$ cat config.mk
export PLATFORM = sky130hd
export DESIGN_NAME = recip_normalizer
export DESIGN_NICKNAME = d
export VERILOG_FILES = /design/src/rtl/recip_pkg.sv /design/src/rtl/recip_norm_step.sv /design/src/rtl/recip_normalizer.sv
export SDC_FILE = /design/constraint.sdc
export NUM_CORES = 1
export LEC_CHECK = 0
export ABC_CLOCK_PERIOD_IN_PS = 4500
export CAP_MARGIN = 10
export CORE_MARGIN = 1.5
export CORE_UTILIZATION = 35
export CTS_CLUSTER_DIAMETER = 150
export DETAILED_ROUTE_END_ITERATION = 6
export SETUP_SLACK_MARGIN = 0.3
export SYNTH_ARGS = -nofsm -noshare
export SYNTH_HDL_FRONTEND = slang
export SYNTH_SLANG_ARGS = --single-unit
$ cat constraint.sdc
create_clock -name clk -period 4.5 [get_ports clk]
set_input_delay 0.9 -clock clk [delete_from_list [all_inputs] [get_ports clk]]
set_output_delay 0.9 -clock clk [all_outputs]
set_load 0.01 [all_outputs]
$ cat src/rtl/recip_pkg.sv
// ============================================================================
// recip_pkg : shared types and constants for the reciprocal datapath
// Revision  : 1.0
// ============================================================================
`default_nettype none

package recip_pkg;

  localparam int DEF_FLOAT_SIZE = 24;
  localparam int DEF_INT_SIZE   = 8;

  typedef enum logic [1:0] {
    IDLE = 2'd0,
    SCAN = 2'd1,
    HOLD = 2'd2
  } state_e;

  // Signed shift width: covers -FLOAT_SIZE .. +(INT_SIZE-1) without wrap.
  function automatic int shift_w(input int w);
    return $clog2(w) + 1;
  endfunction

endpackage

`default_nettype wire

$ cat src/rtl/recip_norm_step.sv
// ============================================================================
// recip_norm_step : one combinational normalisation step toward [1,2)
// Optional macro  : RECIP_NORM_FAST_EN (allows 4-bit steps)
// Revision        : 1.0
// ============================================================================
`default_nettype none

module recip_norm_step
  import recip_pkg::*;
#(
  parameter int FLOAT_SIZE = DEF_FLOAT_SIZE,
  parameter int INT_SIZE   = DEF_INT_SIZE,
  localparam int W         = INT_SIZE + FLOAT_SIZE
) (
  input  logic [W-1:0]      mag_i,
  output logic [W-1:0]      mag_o,
  output logic signed [3:0] delta_o,
  output logic              done_o,
  output logic              zero_o
);

  logic w_above;
  logic w_at;

  assign w_above = |mag_i[W-1:FLOAT_SIZE+1];
  assign w_at    = mag_i[FLOAT_SIZE];
  assign zero_o  = (mag_i == '0);

  always_comb begin
    mag_o   = mag_i;
    delta_o = 4'sd0;
    done_o  = 1'b0;
    if (zero_o) begin
      done_o = 1'b1;
    end else if (w_above) begin
`ifdef RECIP_NORM_FAST_EN
      if (|mag_i[W-1:FLOAT_SIZE+4]) begin
        mag_o   = mag_i >> 4;
        delta_o = 4'sd4;
      end else begin
        mag_o   = mag_i >> 1;
        delta_o = 4'sd1;
      end
`else
      mag_o   = mag_i >> 1;
      delta_o = 4'sd1;
`endif
    end else if (w_at) begin
      done_o = 1'b1;
    end else begin
`ifdef RECIP_NORM_FAST_EN
      // Leading one at or below FLOAT_SIZE-4: a 4-bit jump cannot overshoot.
      if (~|mag_i[W-1:FLOAT_SIZE-3]) begin
        mag_o   = mag_i << 4;
        delta_o = -4'sd4;
      end else begin
        mag_o   = mag_i << 1;
        delta_o = -4'sd1;
      end
`else
      mag_o   = mag_i << 1;
      delta_o = -4'sd1;
`endif
    end
  end

endmodule

`default_nettype wire

$ cat src/rtl/recip_normalizer.sv
// ============================================================================
// recip_normalizer : splits a signed Qm.n operand into sign, [1,2) magnitude
//                    and signed power-of-two shift. Macro: RECIP_NORM_FAST_EN
// Revision         : 1.0
// ============================================================================
`default_nettype none

module recip_normalizer
  import recip_pkg::*;
#(
  parameter int FLOAT_SIZE = DEF_FLOAT_SIZE,
  parameter int INT_SIZE   = DEF_INT_SIZE,
  localparam int W         = INT_SIZE + FLOAT_SIZE,
  localparam int SHIFT_W   = shift_w(W)
) (
  input  logic                      clk,
  input  logic                      rst,
  input  logic                      in_valid,
  output logic                      in_ready,
  input  logic [W-1:0]              x,
  output logic                      out_valid,
  input  logic                      out_ready,
  output logic [W-1:0]              m_out,
  output logic signed [SHIFT_W-1:0] shift_out,
  output logic                      sign_out,
  output logic                      zero_out
);

  state_e                    state_q, state_d;
  logic [W-1:0]              mag_q, mag_d;
  logic signed [SHIFT_W-1:0] shift_q, shift_d;
  logic                      sign_q, sign_d;
  logic                      zero_q, zero_d;

  logic [W-1:0]              w_step_mag;
  logic signed [3:0]         w_step_delta;
  logic                      w_step_done;
  logic                      w_step_zero;
  logic [W-1:0]              w_abs_x;

  recip_norm_step #(
    .FLOAT_SIZE (FLOAT_SIZE),
    .INT_SIZE   (INT_SIZE)
  ) u_step (
    .mag_i   (mag_q),
    .mag_o   (w_step_mag),
    .delta_o (w_step_delta),
    .done_o  (w_step_done),
    .zero_o  (w_step_zero)
  );

  // Most negative input maps to 2^(W-1), which still fits unsigned.
  assign w_abs_x = x[W-1] ? (~x + W'(1)) : x;

  // Gated by rst so in_ready reads 0 while reset is held.
  assign in_ready  = (state_q == IDLE) && !rst;
  assign out_valid = (state_q == HOLD);
  assign m_out     = mag_q;
  assign shift_out = shift_q;
  assign sign_out  = sign_q;
  assign zero_out  = zero_q;

  always_comb begin
    state_d = state_q;
    mag_d   = mag_q;
    shift_d = shift_q;
    sign_d  = sign_q;
    zero_d  = zero_q;
    unique case (state_q)
      IDLE: begin
        if (in_valid && in_ready) begin
          sign_d  = x[W-1];
          mag_d   = w_abs_x;
          shift_d = '0;
          zero_d  = 1'b0;
          state_d = SCAN;
        end
      end
      SCAN: begin
        if (w_step_done) begin
          zero_d  = w_step_zero;
          state_d = HOLD;
        end else begin
          mag_d   = w_step_mag;
          shift_d = shift_q + SHIFT_W'(w_step_delta);
        end
      end
      HOLD: begin
        if (out_ready) begin
          state_d = IDLE;
        end
      end
      default: state_d = IDLE;
    endcase
  end

  always_ff @(posedge clk) begin
    if (rst) begin
      state_q <= IDLE;
      mag_q   <= '0;
      shift_q <= '0;
      sign_q  <= 1'b0;
      zero_q  <= 1'b0;
    end else begin
      state_q <= state_d;
      mag_q   <= mag_d;
      shift_q <= shift_d;
      sign_q  <= sign_d;
      zero_q  <= zero_d;
    end
  end

endmodule

`default_nettype wire

== Word level (Yosys, flattened, before mapping) ==
Index checks and enable logic that the tools add are counted.
Widths: inputs -> output; s select.

* Bitwise operators: 1
* Equality and inequality tests: 8
* Muxes and demuxes: 23
* Reduce and logical (&&, ||, !) cells: 13
* Add/subtract/negate cells: 2

{| class="wikitable"
|+ Operator list
! operator !! count
|-
| $mux 32 || 6
|-
| $pmux 32 s2 || 1
|-
| $add 32x1->32 const B || 1
|-
| $logic_not 32->1 || 1
|-
| $not 32->32 || 1
|-
| $mux 4 || 3
|-
| $mux 6 || 2
|-
| $pmux 6 s2 || 1
|-
| $reduce_and 3->1 || 3
|-
| $reduce_or 7->1 || 1
|-
| $add 6x4->6 || 1
|-
| $mux 2 || 3
|-
| $ne 2x1->1 const B || 3
|-
| $pmux 2 s3 || 1
|-
| $mux 1 || 5
|-
| $reduce_and 5->1 || 1
|-
| $ne 2x2->1 const B || 2
|-
| $reduce_and 4->1 || 1
|-
| $ne 3x2->1 const B || 1
|-
| $eq 2x1->1 const B || 1
|-
| $eq 2x2->1 const B || 1
|-
| $logic_and 1x1->1 || 2
|-
| $logic_not 2->1 || 1
|-
| $pmux 1 s2 || 1
|-
| 3 further kinds || 3
|}

* Output and inout port bits: 42
* Input bits: 36
* Word-level logic and storage cells: 53
* Bits in registers: 42

== Logic depth before layout (Yosys ltp) ==
* Depth after elaboration: 6
* Mapped depth: 13

== Cells and area by module ==
Synthesis repeated with hierarchy kept, for this count alone.

* Cells, all modules: 460
* Area total of the unflattened synthesis: 3,407.0 um2

{| class="wikitable"
|+ By module, submodules not included
! module !! instances !! seq. area each (um2) !! area an instance (um2) !! cells each
|-
| recip_normalizer || 1 || 840.8 || 2,656.3 || 348
|-
| recip_norm_step || 1 || 0.0 || 750.7 || 112
|}

== Least setup slack after synthesis ==
Ideal clock, no wire load.

* Path kind: flip-flop to flip-flop
* From: register mag_q[31] (netlist: m_out[31])
* To: register shift_q[5] (netlist: shift_out[5])
* Path buffers: 3
* Setup slack: 0.998 ns
* Required time: 4.350 ns
* Stages on the path, launching flop included: 14
* Arrival: 3.352 ns
* Cells stage by stage: dfxtp_1 -> or4_1 -> or4_1 -> clkbuf_1 -> clkbuf_1 -> clkbuf_1 -> nor2_1 -> ha_1 -> a211oi_1 -> o21bai_1 -> a21oi_1 -> nor3_1 -> a211oi_1 -> a311oi_1

* Cells in the longest elaborated chain, start to end: 6
* Elaborated cells on any way between the ends: 11

{| class="wikitable"
|+ Ends and longest elaborated chain
! what !! RTL line !! text
|-
| start, declared || recip_normalizer.sv:30 || <nowiki>logic [W-1:0] mag_q, mag_d;</nowiki>
|-
| start signal, assigned || recip_normalizer.sv:106 || <nowiki>mag_q <= mag_d;</nowiki>
|-
| $reduce_or 7->1 || recip_norm_step.sv:25 || <nowiki>assign w_above = |mag_i[W-1:FLOAT_SIZE+1];</nowiki>
|-
| $mux 4 || recip_norm_step.sv:35 || <nowiki>end else if (w_above) begin</nowiki>
|-
| $mux 4 || recip_norm_step.sv:33 || <nowiki>if (zero_o) begin</nowiki>
|-
| $add 6x4->6 || recip_normalizer.sv:85 || <nowiki>shift_d = shift_q + SHIFT_W'(w_step_delta);</nowiki>
|-
| $mux 6 || recip_normalizer.sv:80 || <nowiki>if (w_step_done) begin</nowiki>
|-
| $pmux 6 s2 || recip_normalizer.sv:69 || <nowiki>unique case (state_q)</nowiki>
|-
| end signal, assigned || recip_normalizer.sv:107 || <nowiki>shift_q <= shift_d;</nowiki>
|-
| end, declared || recip_normalizer.sv:31 || <nowiki>logic signed [SHIFT_W-1:0] shift_q, shift_d;</nowiki>
|}

Parallel ways exist; a longest one is shown, timed or not. The select of a mux whose other input is x is not followed.
A chain may end at the register's enable or synchronous reset.

== Worst setup path after layout ==
Same ends and word-level chain as after synthesis.

==> flow_metrics.tcl <==
set metrics [dict create \
    areaGrowthSynthToFinish_pct 32.2 \
    detail_route.wirelength_mm 9.62 \
    first_pass_iters 4 \
    endpoint_kind "register" \
    grt_pass1_wl_mm 15.8 \
    diodes 0 \
    synth-edff-count 0 \
    dr_total_vias 3346 \
    htree_num_levels 2 \
    cts-root-buf "clkbuf_8" \
    syn_nets 462 \
    ir_drop_mv 0.137 \
    path_cells "or4_1 -> or4_1 -> buf_4 -> nor2_1 -> ha_1 -> a211oi_1 -> o21bai_1 -> a21oi_1 -> nor3_1 -> a211oi_1 -> a311oi_1" \
    hp-start "sign_out" \
    synth_seq_area_share 0.271 \
    avgSynthCellArea_um2 7.40 \
    antenna_found_initial 0 \
    slew_headroom 0.473 \
    slew_violations 0 \
    grt_overflow_total 0 \
    grt_max_degree 44 \
    slowest_stage "or4_1" \
    async_flop_share 0 \
    dp_hpwl_mm 7.02 \
    status "finished, final reports clean" \
    placed_area_mm2 0.00396 \
    numCtsBuffers 5 \
    netlist_area_mm2 0.00310 \
    synth.largest_area_cell "dfxtp_1" \
    place.gp.congestion 0.868 \
    dieArea_mm2 0.00944 \
    cts.repair.resized 0 \
    dieHeight_um 97.1 \
    power_mw 1.28 \
    synth-main-ff-cell "dfxtp_1" \
    rsz0062_at_grt "false" \
    start_kind "register" \
    finalCritPeriodShare 0.781 \
    tns_ps 0 \
    slowest_delay_ps 610 \
    drtIter0Drc 296 \
    grtUsageTotal 0.204 \
    cts_sinks 42 \
    min_period_ps 3520 \
    path_clk_slew_ps 90 \
    critPathTopFamily "simple AND/OR/NAND/NOR gates" \
    synthDistinctLibCells 48 \
    drive_gt1_frac 0.0560 \
    via_per_inst 5.67 \
    leakage_nw 1.36 \
    hold_violations 0 \
    cp_max_fo 43 \
    route.detailed.drc 0 \
    path_buf_inv 1 \
    maxCapViolCount 0 \
    port_buffers 77 \
    r2r-start "m_out[31]" \
    synth_top_area_frac 0.271 \
    routedWlPerCell_um 16.3 \
    synth_area_leaders "dfxtp_1, nand2_1, a21oi_1" \
    clockBufferDepth 2 \
    final_nets 524 \
    hold_class "reg2reg" \
    cp.arrival_ps 3690 \
    syn_inst 419 \
    synth-seq-cells 42 \
    stdcell_area_mm2 0.00410 \
    cts_tree "built" \
    rows 34 \
    p_per_area_mw_per_mm2 312 \
    postCtsHoldBufs 0 \
    fillerInstances 891 \
    worst_pin_slew_ps 783 \
    ys_top_cells_by_count "nand2_1, dfxtp_1, a21oi_1, nor2_1, clkbuf_1" \
    synth_warnings 0 \
    grt_pass1_vias 2988 \
    yosysMostFrequentCell "nand2_1" \
    start_util 0.359 \
    fp.dieW_um 97.1 \
    worstPathRequired_ps 4680 \
    io_pins 78 \
    setup.worst_path.start "m_out[31]" \
    post_cts_buffers 0 \
    achievable-frequency_mhz 284 \
    critPathKind "reg2reg" \
    core_area_mm2 0.00864 \
    clk_latency_ps 300 \
    fin_worst_skew_ps 7.32 \
    antenna_left 0 \
    finalSetupViolCount 0 \
]
==> cell usage in the layout (no fill, tap or decap), types with 3 or more instances in the layout <==
cell type / count
nand3_1: 8
xor2_1: 7
a21oi_1: 37
xnor2_1: 20
clkbuf_8: 6
nand2b_1: 4
nand4_1: 4
mux2i_1: 4
nand3b_1: 6
o41ai_1: 6
a211o_1: 4
o31ai_1: 6
a22o_1: 5
nor2_1: 29
nor3b_1: 5
or4_1: 6
or3_1: 3
o21ai_0: 17
a311oi_1: 3
buf_4: 9
a211oi_1: 7
nor4_1: 13
nor3_1: 15
nand2_1: 55
inv_1: 20
dfxtp_1: 42
o211ai_1: 14
a31o_2: 3
ha_1: 6
o311ai_0: 15
clkdlybuf4s50_1: 77
==> area by class of cell <==
cell class | count | area, µm² | share of cell area
Clock inverter | 2 | 60.1 | 0.0146
Sequential cell | 42 | 841 | 0.205
Inverter | 20 | 75.1 | 0.0183
Tap cell | 108 | 135 | 0.0329
Timing Repair Buffer | 86 | 838 | 0.204
Multi-Input combinational cell | 326 | 2070 | 0.505
Clock buffer | 6 | 82.6 | 0.0201
==> per-layer routing <==
layer  vias to the layer above  routed length, µm  GRT usage
li1                       1685                  -          -
met1                      1550               4830      0.300
met2                       101               4200      0.312
met3                        10                461     0.0302
met4                         0                131     0.0491
met5                         -                  0          0
==> power by group <==
group          switching, mW  internal [mW]  leakage, nW
Clock                  0.141          0.237       0.0714
Sequential            0.0453          0.407        0.344
Combinational          0.248          0.203        0.949
Total                  0.434          0.847         1.36
==> worst reg2reg max path, delay by kind of cell (launching register included) <==
family	cells	cell delay [ps]
AND/OR/NAND/NOR	4	1520
buffers and inverters	1	260
AO/OA/AOI/OAI	5	950
adder cells (fa/ha/maj)	1	330
flip-flops	1	350
==> registers in the layout, summed over array words and instances, names as in the netlist <==
name / cells
m_out: 32
shift_out: 6
sign_out: 1
state_q: 2
zero_out: 1
==> cell families (layout without fill, tap and decap cells) <==
kind of cell,count (synthesis),in the layout,share of synthesized area
fa+ha+maj,7,7,0.0307
simple gates,156,156,0.250
compound gates,132,132,0.295
buf+inv,51,114,0.0645
flops,42,42,0.271
mux,4,4,0.0129
xor+xnor,27,27,0.0762
==> stage by stage <==
| stage | util | setup slack [ps] | hold slack, ps | cells |
|---|---|---|---|---|
| finish | 0.475 | 984 | 467 | 590 |
| global route | 0.475 | 714 | 507 | 590 |
| CTS | 0.475 | 988 | 474 | 590 |
| detailed placement | 0.458 | 828 | 461 | 582 |
| global placement | 0.458 | 897 | 459 | 582 |
| floorplan | - | 998 | 480 | 419 |
==> final timing paths <==
kind,depth (start not counted),slack [ps],endpoint
worst min register to register,2,470,sign_out
worst max register to register,11,980,shift_out[5]
worst min-delay path,2,470,sign_out
worst max-delay path,11,980,shift_out[5]
Note: power is estimated with default switching activity, not from simulation.
